==> src/rtl/lif_readout_if.sv <==
// Beat stream carrying one lattice snapshot from lif_readout to its consumer.
interface lif_readout_if;
  logic [3:0] out_data;
  logic       out_valid;
  logic       out_ready;
  logic       out_last;

  modport master (
    output out_data,
    output out_valid,
    output out_last,
    input  out_ready
  );

  modport slave (
    input  out_data,
    input  out_valid,
    input  out_last,
    output out_ready
  );
endinterface

==> src/rtl/lif_readout.sv <==
// Snapshots NCELLS lattice cells and streams them one 4-bit beat per cell, cell 0 first.
// Define LIF_READOUT_POP_EN to append a trailer beat holding the saturated popcount of the snapshot.
module lif_readout #(
  parameter int NCELLS = 4
) (
  input  logic                  clk,
  input  logic                  rst_n,
  input  logic [4*NCELLS-1:0]   cells_i,
  input  logic                  snap_i,
  lif_readout_if.master         stream,
  output logic                  busy,
  output logic                  overrun
);

  localparam int IDXW = (NCELLS > 1) ? $clog2(NCELLS) : 1;
  localparam logic [IDXW-1:0] LAST_IDX = IDXW'(NCELLS - 1);

`ifdef LIF_READOUT_POP_EN
  typedef enum logic [1:0] {IDLE, SEND, TRAIL} state_t;
`else
  typedef enum logic [0:0] {IDLE, SEND} state_t;
`endif

  state_t                state;
  logic [IDXW-1:0]       idx;
  logic [IDXW-1:0]       idx_next;
  logic [4*NCELLS-1:0]   shadow;
  logic                  transfer;

  assign idx_next = idx + IDXW'(1);
  assign transfer = stream.out_valid & stream.out_ready;
  assign busy     = (state != IDLE);

`ifdef LIF_READOUT_POP_EN
  logic [3:0] trailer;

  // Counts every set bit of a snapshot, clamped to what one beat can carry.
  function automatic logic [3:0] sat_popcount(input logic [4*NCELLS-1:0] v);
    int count;
    count = 0;
    for (int i = 0; i < 4*NCELLS; i++) begin
      if (v[i]) count++;
    end
    return (count > 15) ? 4'hF : count[3:0];
  endfunction
`endif

  always_ff @(posedge clk) begin
    if (!rst_n) begin
      state            <= IDLE;
      idx              <= '0;
      shadow           <= '0;
      stream.out_data  <= '0;
      stream.out_valid <= 1'b0;
      stream.out_last  <= 1'b0;
      overrun          <= 1'b0;
`ifdef LIF_READOUT_POP_EN
      trailer          <= '0;
`endif
    end else begin
      overrun <= snap_i && (state != IDLE);

      case (state)
        IDLE: begin
          stream.out_valid <= 1'b0;
          stream.out_last  <= 1'b0;
          if (snap_i) begin
            shadow           <= cells_i;
            idx              <= '0;
            stream.out_data  <= cells_i[3:0];
            stream.out_valid <= 1'b1;
`ifdef LIF_READOUT_POP_EN
            trailer          <= sat_popcount(cells_i);
            stream.out_last  <= 1'b0;
`else
            stream.out_last  <= (NCELLS == 1);
`endif
            state            <= SEND;
          end
        end

        SEND: begin
          if (transfer) begin
            if (idx == LAST_IDX) begin
`ifdef LIF_READOUT_POP_EN
              stream.out_data  <= trailer;
              stream.out_last  <= 1'b1;
              state            <= TRAIL;
`else
              stream.out_data  <= '0;
              stream.out_valid <= 1'b0;
              stream.out_last  <= 1'b0;
              state            <= IDLE;
`endif
            end else begin
              // idx only advances on an accepted beat, so a stall holds data and last steady.
              idx             <= idx_next;
              stream.out_data <= shadow[{idx_next, 2'b00} +: 4];
`ifdef LIF_READOUT_POP_EN
              stream.out_last <= 1'b0;
`else
              stream.out_last <= (idx_next == LAST_IDX);
`endif
            end
          end
        end

`ifdef LIF_READOUT_POP_EN
        TRAIL: begin
          if (transfer) begin
            stream.out_data  <= '0;
            stream.out_valid <= 1'b0;
            stream.out_last  <= 1'b0;
            state            <= IDLE;
          end
        end
`endif

        default: begin
          state            <= IDLE;
          stream.out_valid <= 1'b0;
          stream.out_last  <= 1'b0;
        end
      endcase
    end
  end

endmodule

==> src/flat_wrapper.sv <==
// flat-port wrapper written by rule: the top's interface ports become plain ports
module lif_readout_flat 
#(
  parameter int NCELLS = 4
)
  (clk, rst_n, cells_i, snap_i, busy, overrun, stream_out_data, stream_out_valid, stream_out_last, stream_out_ready);
  lif_readout_if stream_i ();
  input  logic clk;
  input  logic rst_n;
  input  logic [4*NCELLS-1:0] cells_i;
  input  logic snap_i;
  output logic busy;
  output logic overrun;
  output wire logic [$bits(stream_i.out_data)-1:0] stream_out_data;
  output wire logic [$bits(stream_i.out_valid)-1:0] stream_out_valid;
  output wire logic [$bits(stream_i.out_last)-1:0] stream_out_last;
  input wire logic [$bits(stream_i.out_ready)-1:0] stream_out_ready;
  assign stream_out_data = stream_i.out_data;
  assign stream_out_valid = stream_i.out_valid;
  assign stream_out_last = stream_i.out_last;
  assign stream_i.out_ready = stream_out_ready;
  lif_readout #(.NCELLS(NCELLS)) u_core (.clk(clk), .rst_n(rst_n), .cells_i(cells_i), .snap_i(snap_i), .stream(stream_i), .busy(busy), .overrun(overrun));
endmodule
==> config.mk <==
export PLATFORM = sky130hd
export DESIGN_NAME = lif_readout_flat
export DESIGN_NICKNAME = d
export VERILOG_FILES = /design/src/rtl/lif_readout_if.sv /design/src/rtl/lif_readout.sv /design/src/flat_wrapper.sv
export SDC_FILE = /design/constraint.sdc
export NUM_CORES = 1
export LEC_CHECK = 0
export ABC_AREA = 1
export ABC_CLOCK_PERIOD_IN_PS = 1600
export BUFFER_PORTS_ARGS = -buffer_cell sky130_fd_sc_hd__clkbuf_2
export CORE_MARGIN = 1
export CORE_UTILIZATION = 39
export CTS_CLUSTER_SIZE = 16
export DETAILED_ROUTE_END_ITERATION = 7
export PLACE_DENSITY = 0.69
export SLEW_MARGIN = 20
export SYNTH_ARGS = -nofsm -noshare
export SYNTH_HDL_FRONTEND = slang
export SYNTH_SLANG_ARGS = --single-unit
==> constraint.sdc <==
create_clock -name clk -period 1.6 [get_ports clk]
set_input_delay 0.32 -clock clk [delete_from_list [all_inputs] [get_ports clk]]
set_output_delay 0.32 -clock clk [all_outputs]
set_load 0.05 [all_outputs]
==> impl_summary.log, run 1 <==
[metrics] antenna violations before repair: 0
[metrics] critical path launch point type: flip-flop
[metrics] Bufs and invs on worst path: 1
[metrics] area of the placeable core: 0.00259 sq mm
[metrics] Fin. Hold Viols: 0
[metrics] area enclosed by the die boundary: 0.00307 sq mm
[metrics] via count of the first global-routing pass: 1037
[metrics] Die X-Extent: 55.4 microns
[metrics] number of clock buffers inserted by TritonCTS: 3
[metrics] post-CTS clock slew at the launch and capture registers of the worst setup and hold paths: 140 ps
[metrics] Avg Synthesized Cell Area: 7.17 sq um
[metrics] number of nets in the finished design: 205
[metrics] share of synthesized area occupied by flip-flops and latches: 0.468
[metrics] crit path capture type: output pin
[metrics] Power Dens Cells: 1090 mW/mm^2
[metrics] CP max FO: 7
[metrics] startpoint of the worst-slack reg-to-reg timing path: u_core.idx[0]
[metrics] Top delay family on crit path: flip-flops
[metrics] Critical-path top delay cell: sky130_fd_sc_hd__dfxtp_1
[metrics] worst min path class: input port to flip-flop
[metrics] leakage: 0.602 nW
[metrics] highest clock frequency the design can meet: 679 MHz
[metrics] GRT Resource Usage Total: 0.167
[metrics] antenna cells: 0
[metrics] post-synthesis sequential element count: 26
[metrics] Post-route DRC: 0
[metrics] number of standard cells after synthesis: 155
[metrics] reg-to-reg endpoint: u_core.stream.out_data[2]
[metrics] WP data arrival: 1150 ps
[metrics] DR iter-0 viols: 24
[metrics] pre-CTS WS: 252 ps
[metrics] RSZ-0062 raised after global routing: no
[metrics] Mapped Area: 0.00111 sq mm
[metrics] start point of the worst hold path: cells_i[15]
[metrics] count of final setup violators: 0
[metrics] max-capacitance violation count: 0
[metrics] CTS sink cnt: 26
[metrics] WP depth: 1
[metrics] Syn Nets: 177
[metrics] root buffer cell: sky130_fd_sc_hd__clkbuf_4
[metrics] fraction of final layout cells sized beyond drive strength 1: 0.193
[metrics] Post-Layout Cell Count: 211
[metrics] Initial DRT Pass Iterations: 4
[metrics] Clk Latency, worst-skew pair: 320 ps
[metrics] DR vias: 1109
[metrics] warning count from the yosys run: 0
[metrics] class of the most critical setup path: flip-flop to output pin
[metrics] # port buffers: 27
[metrics] Slew Limit Fails: 0
[metrics] VDD IR-drop max: 554 uV
[metrics] post-CTS setup-driven buffer insertion count: 0
[metrics] post_cts resized: 0
[metrics] transition time of the tightest slew-check pin: 372 ps
[metrics] worst max-slew margin expressed relative to the limit: 0.752
[metrics] Worst Clk Skew: 9.41 ps
[metrics] area delta synth->final: 15.1%
[metrics] number of vias per cell: 5.26
[metrics] Critical Path, Cell by Cell: clkbuf_2
[metrics] Finished Core Util: 0.494
[metrics] number of buffers on the longest clock path: 2
[metrics] count of unique library cells instantiated by Yosys: 17
[metrics] first-pass GRT wire length: 4170 microns
[metrics] Post-CTS Hold Fix Bufs: 0
[metrics] summed negative setup slack over all endpoints: 0 ps
[metrics] worst hold endpoint: u_core.shadow[15]
[metrics] worst-case register-to-register setup slack: 220 ps
[metrics] Placed Cells: 208
[metrics] required time worst endpoint: 1280 ps
[metrics] total wirelength of the detailed-routed design: 2540 microns
[metrics] share of the cycle needed by the critical path after routing: 0.920
[metrics] initial cell density of the core: 0.429
[metrics] CTS H-Tree Depth: 1
[metrics] last weighted congestion value of the routability-driven placer: 0.770
[metrics] ANT nets after route: 0
[metrics] drt wl/cell: 12.0 microns
[metrics] TritonCTS clock tree: done
[metrics] largest stage delay on the critical path: 500 ps
[metrics] gr ovfl total: 0
[metrics] largest net degree at the start of global routing: 26
[metrics] outcome: finished clean
[metrics] number of placement rows: 18
[metrics] post-route setup slack: 127 ps
[metrics] minimum period implied by the final worst setup slack: 1470 ps
[metrics] DIE HEIGHT: 55.4 microns
[metrics] number of cells on the worst reg-to-reg path: 6
[metrics] Post-DP HPWL: 1900 microns
[metrics] hold depth: 3
[metrics] count of boundary I/O pins: 28
[cells in the final DEF, fill, tap and decap left out]
cell type and n:
sky130_fd_sc_hd__a21oi_1 6, sky130_fd_sc_hd__clkinv_1 1, sky130_fd_sc_hd__o21ai_1 2, sky130_fd_sc_hd__a31oi_1 1, sky130_fd_sc_hd__o21ai_0 25, sky130_fd_sc_hd__nand2_1 24
sky130_fd_sc_hd__nand3_1 14, sky130_fd_sc_hd__buf_4 2, sky130_fd_sc_hd__clkbuf_2 27, sky130_fd_sc_hd__nand2_4 1, sky130_fd_sc_hd__clkbuf_4 3, sky130_fd_sc_hd__ha_1 2
sky130_fd_sc_hd__inv_2 2, sky130_fd_sc_hd__inv_1 6, sky130_fd_sc_hd__dfxtp_1 26, sky130_fd_sc_hd__nor2_1 39
[sequential cells by signal (all words and copies together) (netlist names)]
| register | cells |
|---|---|
| u_core.stream.out_last | 1 |
| u_core.shadow | 16 |
| u_core.overrun | 1 |
| u_core.stream.out_valid | 1 |
| u_core.stream.out_data | 4 |
| u_core.busy | 1 |
| u_core.idx | 2 |
[cells by family after synthesis]
group                      synth area share
AOI/OAI and AO/OA                     0.154
adders and majority gates            0.0225
buffers and inverters                0.0687
DFF                                   0.468
and+or+nand+nor                       0.286
[worst max-delay path by stage]
stage	start	to	slack [ps]
after global placement	u_core.idx[0]	u_core.stream.out_data[1]	330
after global routing	u_core.busy	busy	80
after floorplan	u_core.busy	u_core.shadow[0]	240
after detailed placement	u_core.idx[0]	u_core.stream.out_data[2]	250
final	u_core.busy	busy	130
after CTS	u_core.busy	busy	140
[through the flow]
step	instance area [sq um]	total power, mW	hold WS [ps]
2_1_floorplan	1110	1.03	443
3_3_place_gp	1260	1.11	451
3_5_place_dp	1260	1.13	473
4_1_cts	1280	1.39	241
5_1_grt	1280	1.47	240
6_report	1280	1.39	237
[area by class of cell]
type	instances	area [sq um]
fill	287	1310
sequential	26	520
multi-input combinational	114	514
timing repair buffer	29	150
tap	30	37.5
inverter	9	33.8
clock buffer	3	22.5
[layer usage]
metal  up-vias  track usage  wire (microns)
met3         9       0.0375             119
li1        560            -               -
met4         0       0.0643              48
met2        44        0.310            1290
met1       496        0.184            1080
met5         -            0               0
[power breakdown]
group | leakage (nW) | internal (mW) | switching (mW) | total (mW)
sequential | 0.215 | 0.710 | 0.0412 | 0.751
clock | 0.0138 | 0.0882 | 0.187 | 0.275
combinational | 0.373 | 0.120 | 0.248 | 0.368
[cell usage after synthesis (all sizes together)]
cell,count,share of area
nor2,39,0.13
inv,8,0.027
dfxtp,26,0.47
clkbuf,2,0.0068
o21ai,27,0.12
a31oi,1,0.0056
nand2,25,0.091
buf,4,0.032
clkinv,1,0.0034
a21oi,6,0.027
ha,2,0.023
nand3,14,0.063
No activity file was read; power rests on OpenSTA's default activity.
==> inputs of run 2 (changes only) <==
Settings changed: CORE_UTILIZATION 39 to 51, PLACE_DENSITY 0.69 to 0.84.
==> run 2 against run 1 <==
Net effect: sequential share of layout area shrank 0.76 points; clock skew grew 7.6 ps; clock-buffer cell count is the same; cell area grew 2.2%; cell count shrank 0.95%; first-iteration DRC count grew 17%; sequential power grew 0.9%; combinational power shrank 2%; largest power group unchanged.
==> impl_summary.log, run 2 (synthesis results as in run 1) <==
[metrics] transition time of the tightest slew-check pin: 389 ps (+16.2 ps)
[metrics] total wirelength of the detailed-routed design: 2520 microns (-0.55%)
[metrics] count of boundary I/O pins: 28 (unchanged)
[metrics] register with the most flip-flops: u_core.shadow
[metrics] area delta synth->final: 17.6%
[metrics] DR vias: 1091 (-1.6%)
[metrics] DR iter-0 viols: 28 (+17%)
[metrics] CTS sink cnt: 26 (unchanged)
[metrics] gr ovfl total: 0 (unchanged)
[metrics] antenna cells: 0 (unchanged)
[metrics] first-pass GRT wire length: 4460 microns (+6.9%)
[metrics] highest clock frequency the design can meet: 698 MHz (+2.8%)
[metrics] CTS H-Tree Depth: 1 (unchanged)
[metrics] worst hold endpoint: u_core.shadow[5]
[metrics] DIE HEIGHT: 48.7 microns (-12%)
[metrics] TritonCTS clock tree: done
[metrics] last weighted congestion value of the routability-driven placer: 0.778 (+1.0%)
[metrics] drt wl/cell: 12.1 microns (+0.40%)
[metrics] worst min path class: input port to flip-flop
[metrics] crit path capture type: output pin
[metrics] GRT Resource Usage Total: 0.242 (+0.0742)
[metrics] Clk Latency, worst-skew pair: 330 ps (about the same)
[metrics] reg-to-reg endpoint: u_core.stream.out_data[1]
[metrics] fraction of final layout cells sized beyond drive strength 1: 0.203 (+0.00993)
[metrics] Most Used Layer, Global Route: met2
[metrics] largest stage delay on the critical path: 470 ps (-30 ps)
[metrics] max reg flops: 16 (unchanged)
[metrics] leakage: 0.616 nW (+2.4%)
[metrics] required time worst endpoint: 1280 ps (about the same)
[metrics] global-route track usage on met3: 0.0346 (-0.00288)
[metrics] Post-route DRC: 0 (unchanged)
[metrics] Initial DRT Pass Iterations: 4 (unchanged)
[metrics] area of the placeable core: 0.00200 sq mm (-23%)
[metrics] Power Dens Cells: 1200 mW/mm^2 (+10%)
[metrics] commonest cells after routing, fill and taps aside: sky130_fd_sc_hd__nor2_1 (39), sky130_fd_sc_hd__clkbuf_2 (27), sky130_fd_sc_hd__o21ai_0 (25), sky130_fd_sc_hd__dfxtp_1 (25), sky130_fd_sc_hd__nand2_1 (24)
[metrics] Critical Path, Cell by Cell: clkbuf_2
[metrics] CP max FO: 7 (unchanged)
[metrics] leading cell type in the layout, fill and taps excluded: sky130_fd_sc_hd__nor2_1
[metrics] final total power: 1.57 mW (+13%)
[metrics] worst max-slew margin expressed relative to the limit: 0.741 (-0.0108)
[metrics] max-capacitance violation count: 0 (unchanged)
[metrics] Critical-path top delay cell: sky130_fd_sc_hd__dfxtp_1
[metrics] Post-DP HPWL: 1850 microns (-2.7%)
[metrics] VDD IR-drop max: 770 uV (+39%)
[metrics] share of the cycle needed by the critical path after routing: 0.896 (-0.0248)
[metrics] number of cells on the worst reg-to-reg path: 6 (unchanged)
[metrics] Die X-Extent: 48.7 microns (-12%)
[metrics] critical path launch point type: flip-flop
[metrics] number of clock buffers inserted by TritonCTS: 3 (unchanged)
[metrics] minimum period implied by the final worst setup slack: 1430 ps (-39.7 ps)
[metrics] root buffer cell: sky130_fd_sc_hd__clkbuf_4
[metrics] class of the most critical setup path: flip-flop to output pin
[metrics] outcome: finished clean
[metrics] number of nets in the finished design: 205 (unchanged)
[metrics] Worst Clk Skew: 17.1 ps (+7.64 ps)
[metrics] startpoint of the worst-slack reg-to-reg timing path: u_core.idx[0]
[metrics] WP data arrival: 1110 ps (-40 ps)
[metrics] largest net degree at the start of global routing: 26 (unchanged)
[metrics] Slew Limit Fails: 0 (unchanged)
[metrics] ANT nets after route: 0 (unchanged)
[metrics] GRT met1 Usage: 0.275 (+0.0912)
[metrics] Top delay family on crit path: flip-flops
[metrics] summed negative setup slack over all endpoints: 0 ps (unchanged)
[metrics] Top Registers: u_core.shadow: 16 flops, u_core.stream.out_data: 4 flops, u_core.idx: 2 flops
[metrics] initial cell density of the core: 0.555 (+0.126)
[metrics] start point of the worst hold path: cells_i[5]
[metrics] fill cell total of the finished layout: 195 (-32%)
[metrics] number of vias per cell: 5.22 (-0.68%)
[metrics] number of buffers on the longest clock path: 2 (unchanged)
[metrics] Fin. Hold Viols: 0 (unchanged)
[metrics] via count of the first global-routing pass: 1072 (+3.4%)
[metrics] antenna violations before repair: 0 (unchanged)
[metrics] number of placement rows: 16 (-2)
[metrics] count of final setup violators: 0 (unchanged)
[metrics] # port buffers: 27 (unchanged)
[metrics] Bufs and invs on worst path: 1 (unchanged)
[metrics] worst-case register-to-register setup slack: 220 ps (about the same)
[metrics] fraction of met2 tracks used by global routing: 0.440 (+0.130)
[metrics] RSZ-0062 raised after global routing: no
[metrics] hold depth: 3 (unchanged)
[metrics] area enclosed by the die boundary: 0.00237 sq mm (-23%)
[metrics] post-CTS clock slew at the launch and capture registers of the worst setup and hold paths: 150 ps (about the same)
## run 2: cell count changes in the layout (fill, tap and decap cells not counted), sizes merged
cell	delta
bufinv	+1
## run 2: how the worst max path moves through the flow
stage | from | end | slack (ps) | cells past startpoint
after floorplan | u_core.busy | u_core.shadow[0] | 240 | 6
after global placement | u_core.idx[0] | u_core.stream.out_data[0] | 230 | 6
after detailed placement | u_core.idx[0] | u_core.stream.out_data[1] | 140 | 6
after CTS | u_core.idx[0] | u_core.stream.out_data[1] | 120 | 6
after global routing | u_core.idx[0] | u_core.stream.out_data[1] | 70 | 6
final | u_core.busy | busy | 170 | 1
## run 2: metrics by stage
stage | utilization | setup slack (ps) | area, sq um | hold WS, ps | std cells
2_1_floorplan | - | 239 | 1110 | 443 | 155
3_3_place_gp | 0.626 | 233 | 1250 | 454 | 205
3_5_place_dp | 0.626 | 138 | 1250 | 464 | 205
4_1_cts | 0.652 | 118 | 1310 | 233 | 209
5_1_grt | 0.653 | 65.6 | 1310 | 233 | 209
6_report | 0.653 | 167 | 1310 | 229 | 209
## run 2: tightest hold or removal path: stages
cell and delay [ps]:
sky130_fd_sc_hd__clkbuf_2 70, sky130_fd_sc_hd__o21ai_0 70, sky130_fd_sc_hd__nor2_1 80
## run 2: cell type report
cell class / instances / area (sq um) / share of cell area
clock buffer: 3 / 22.5 / 0.0172
timing repair buffer: 29 / 150 / 0.115
sequential: 26 / 522 / 0.399
multi-input combinational: 114 / 514 / 0.394
inverter: 9 / 33.8 / 0.0259
clock inverter: 1 / 30.0 / 0.0230
tap: 27 / 33.8 / 0.0259
## run 2: where the power goes
group / internal, mW / switching (mW) / total [mW]
combinational: 0.120 / 0.241 / 0.361
clock: 0.254 / 0.199 / 0.453
sequential: 0.711 / 0.0471 / 0.758
## run 2: what timing repair did
item,4_1_cts,5_1_grt
hold buffers,0,0
endpoints found under the setup margin,0,3
setup buffers,0,0
resized for setup,0,1
## run 2: layer usage
layer | up-vias | wire length, microns
met5 | - | 0
met4 | 0 | 46
met3 | 7 | 108
met2 | 37 | 1280
met1 | 489 | 1090
li1 | 558 | -
==> inputs of run 3 (changes only) <==
Settings changed: RECOVER_POWER set to 25.
==> run 3 against run 2 <==
Net effect: first-iteration DRC count unchanged; sequential cell count stayed put; sequential share of layout area increased by 0.077 points; maximum frequency down 1.9%; worst setup slack worse by 27 ps; cell area down 0.19%; cell count stayed put; via count is 0.82% higher; die area is the same; critical endpoint is now stream_out_last; largest cell class unchanged; largest power group unchanged.
==> impl_summary.log, run 3 (synthesis results as in run 1) <==
[metrics] outcome: finished clean
[metrics] Clk Latency, worst-skew pair: 330 ps (about the same)
[metrics] Critical-path top delay cell: sky130_fd_sc_hd__clkbuf_1
[metrics] worst min path class: input port to flip-flop
[metrics] antenna cells: 0 (unchanged)
[metrics] root buffer cell: sky130_fd_sc_hd__clkbuf_4
[metrics] critical path launch point type: flip-flop
[metrics] hold depth: 3 (unchanged)
[metrics] RSZ-0062 raised after global routing: no
[metrics] start point of the worst hold path: cells_i[5]
[metrics] area of the placeable core: 0.00200 sq mm (unchanged)
[metrics] worst-case register-to-register setup slack: 210 ps (about the same)
[metrics] post-CTS setup-driven buffer insertion count: 0 (unchanged)
[metrics] fill cell total of the finished layout: 194 (-0.51%)
[metrics] count of final setup violators: 0 (unchanged)
[metrics] max reg flops: 16 (unchanged)
[metrics] Placed Cells: 205 (unchanged)
[metrics] Initial DRT Pass Iterations: 4 (unchanged)
[metrics] leading cell type in the layout, fill and taps excluded: sky130_fd_sc_hd__nor2_1
[metrics] gr ovfl total: 0 (unchanged)
[metrics] crit path capture type: output pin
[metrics] Post-CTS Hold Fix Bufs: 0 (unchanged)
[metrics] number of nets in the finished design: 205 (unchanged)
[metrics] highest clock frequency the design can meet: 685 MHz (-1.9%)
[metrics] Fin. Hold Viols: 0 (unchanged)
[metrics] WP data arrival: 1140 ps (+30 ps)
[metrics] last weighted congestion value of the routability-driven placer: 0.778 (unchanged)
[metrics] largest stage delay on the critical path: 470 ps (about the same)
[metrics] Top Registers: u_core.shadow: 16 flops, u_core.stream.out_data: 4 flops, u_core.idx: 2 flops
[metrics] DR iter-0 viols: 28 (unchanged)
[metrics] CTS H-Tree Depth: 1 (unchanged)
[metrics] area enclosed by the die boundary: 0.00237 sq mm (unchanged)
[metrics] class of the most critical setup path: flip-flop to output pin
[metrics] Finished Core Util: 0.651 (-0.00125)
[metrics] detailed-route wire length on metal 1: 1090 microns (-0.18%)
[metrics] startpoint of the worst-slack reg-to-reg timing path: u_core.idx[0]
[metrics] initial cell density of the core: 0.555 (unchanged)
[metrics] Worst Clk Skew: 17.5 ps (+0.477 ps)
[metrics] total wirelength of the detailed-routed design: 2540 microns (+0.48%)
[metrics] GRT Resource Usage Total: 0.242 (unchanged)
[metrics] share of the cycle needed by the critical path after routing: 0.913 (+0.0171)
[metrics] minimum period implied by the final worst setup slack: 1460 ps (+27.4 ps)
[metrics] fraction of final layout cells sized beyond drive strength 1: 0.192 (-0.0110)
[metrics] VDD IR-drop max: 771 uV (about the same)
[metrics] placement-stage cell area: 0.00125 sq mm (unchanged)
[metrics] via count of the first global-routing pass: 1072 (unchanged)
[metrics] commonest cells after routing, fill and taps aside: sky130_fd_sc_hd__nor2_1 (39), sky130_fd_sc_hd__o21ai_0 (25), sky130_fd_sc_hd__clkbuf_2 (25), sky130_fd_sc_hd__dfxtp_1 (25), sky130_fd_sc_hd__nand2_1 (24)
[metrics] detailed route wirelength on metal3: 119 microns (+10%)
[metrics] number of buffers on the longest clock path: 2 (unchanged)
[metrics] Post-DP HPWL: 1850 microns (unchanged)
[metrics] drt wl/cell: 12.1 microns (+0.48%)
[metrics] required time worst endpoint: 1280 ps (about the same)
[metrics] Post-route DRC: 0 (unchanged)
[metrics] number of placement rows: 16 (unchanged)
[metrics] Post-Layout Cell Count: 209 (unchanged)
[metrics] Top delay family on crit path: buffers and inverters
[metrics] Slew Limit Fails: 0 (unchanged)
[metrics] DIE HEIGHT: 48.7 microns (unchanged)
[metrics] Critical Path, Cell by Cell: clkbuf_1
[metrics] antenna violations before repair: 0 (unchanged)
[metrics] area delta synth->final: 17.3%
[metrics] summed negative setup slack over all endpoints: 0 ps (unchanged)
[metrics] cell area after layout: 0.00130 sq mm (-0.19%)
[metrics] reg-to-reg endpoint: u_core.stream.out_data[1]
[metrics] Bufs and invs on worst path: 1 (unchanged)
[metrics] # port buffers: 27 (unchanged)
[metrics] first-pass GRT wire length: 4460 microns (unchanged)
[metrics] DR vias: 1100 (+0.82%)
[metrics] number of clock buffers inserted by TritonCTS: 3 (unchanged)
[metrics] Power Dens Cells: 1210 mW/mm^2 (+0.36%)
[metrics] worst max-slew margin expressed relative to the limit: 0.610 (-0.131)
[metrics] CP max FO: 2 (-5)
[metrics] number of vias per cell: 5.26 (+0.82%)
[metrics] TritonCTS clock tree: done
[metrics] CTS sink cnt: 26 (unchanged)
[metrics] register with the most flip-flops: u_core.shadow
[metrics] Met2 Routed Length: 1280 microns (+0.23%)
[metrics] transition time of the tightest slew-check pin: 588 ps (+199 ps)
[metrics] worst hold endpoint: u_core.shadow[5]
[metrics] count of boundary I/O pins: 28 (unchanged)
[metrics] highest routed metal layer: met4
[metrics] post-CTS clock slew at the launch and capture registers of the worst setup and hold paths: 150 ps (about the same)
[metrics] ANT nets after route: 0 (unchanged)
[metrics] worst-case hold slack: 223 ps (-6.36 ps)
[metrics] leakage: 0.609 nW (-1.1%)
[metrics] max-capacitance violation count: 0 (unchanged)
[metrics] largest net degree at the start of global routing: 26 (unchanged)
[metrics] number of cells on the worst reg-to-reg path: 6 (unchanged)
[metrics] Die X-Extent: 48.7 microns (unchanged)
==> run 3: layout make-up <==
class | instances | area, sq um | share of cell area
repair buffers | 29 | 148 | 0.113
clock buffers | 3 | 22.5 | 0.0173
inverters | 9 | 33.8 | 0.0259
flip-flops and latches | 26 | 522 | 0.400
well taps | 27 | 33.8 | 0.0259
clock inverters | 1 | 30.0 | 0.0230
multi-input cells | 114 | 514 | 0.394
==> run 3: metrics by stage <==
step | setup WS [ps] | total power, mW
final | 140 | 1.57
after global routing | 65.6 | 1.65
after CTS | 118 | 1.57
after detailed placement | 138 | 1.13
after global placement | 233 | 1.11
after floorplan | 239 | 1.03
==> run 3: how the worst max path moves through the flow <==
stage	start	to	cells past startpoint
floorplan	u_core.busy	u_core.shadow[0]	6
global placement	u_core.idx[0]	u_core.stream.out_data[0]	6
detailed placement	u_core.idx[0]	u_core.stream.out_data[1]	6
CTS	u_core.idx[0]	u_core.stream.out_data[1]	6
global route	u_core.idx[0]	u_core.stream.out_data[1]	6
finish	u_core.stream.out_last	stream_out_last	1
==> run 3: power breakdown <==
group	switching (mW)	leakage, nW	internal [mW]
Sequential	0.0468	0.215	0.711
Clock	0.202	0.0279	0.254
Combinational	0.242	0.366	0.120
==> run 3: what timing repair did <==
item                                   in CTS  in global routing
endpoints found under the hold margin       0                  0
gates resized for setup                     0                  1
setup endpoints to repair                   0                  3
==> run 3: metal layers <==
metal,vias to the layer above,GRT usage
met4,0,0.113
li1,558,-
met2,37,0.440
met3,7,0.0346
met1,498,0.275
met5,-,0
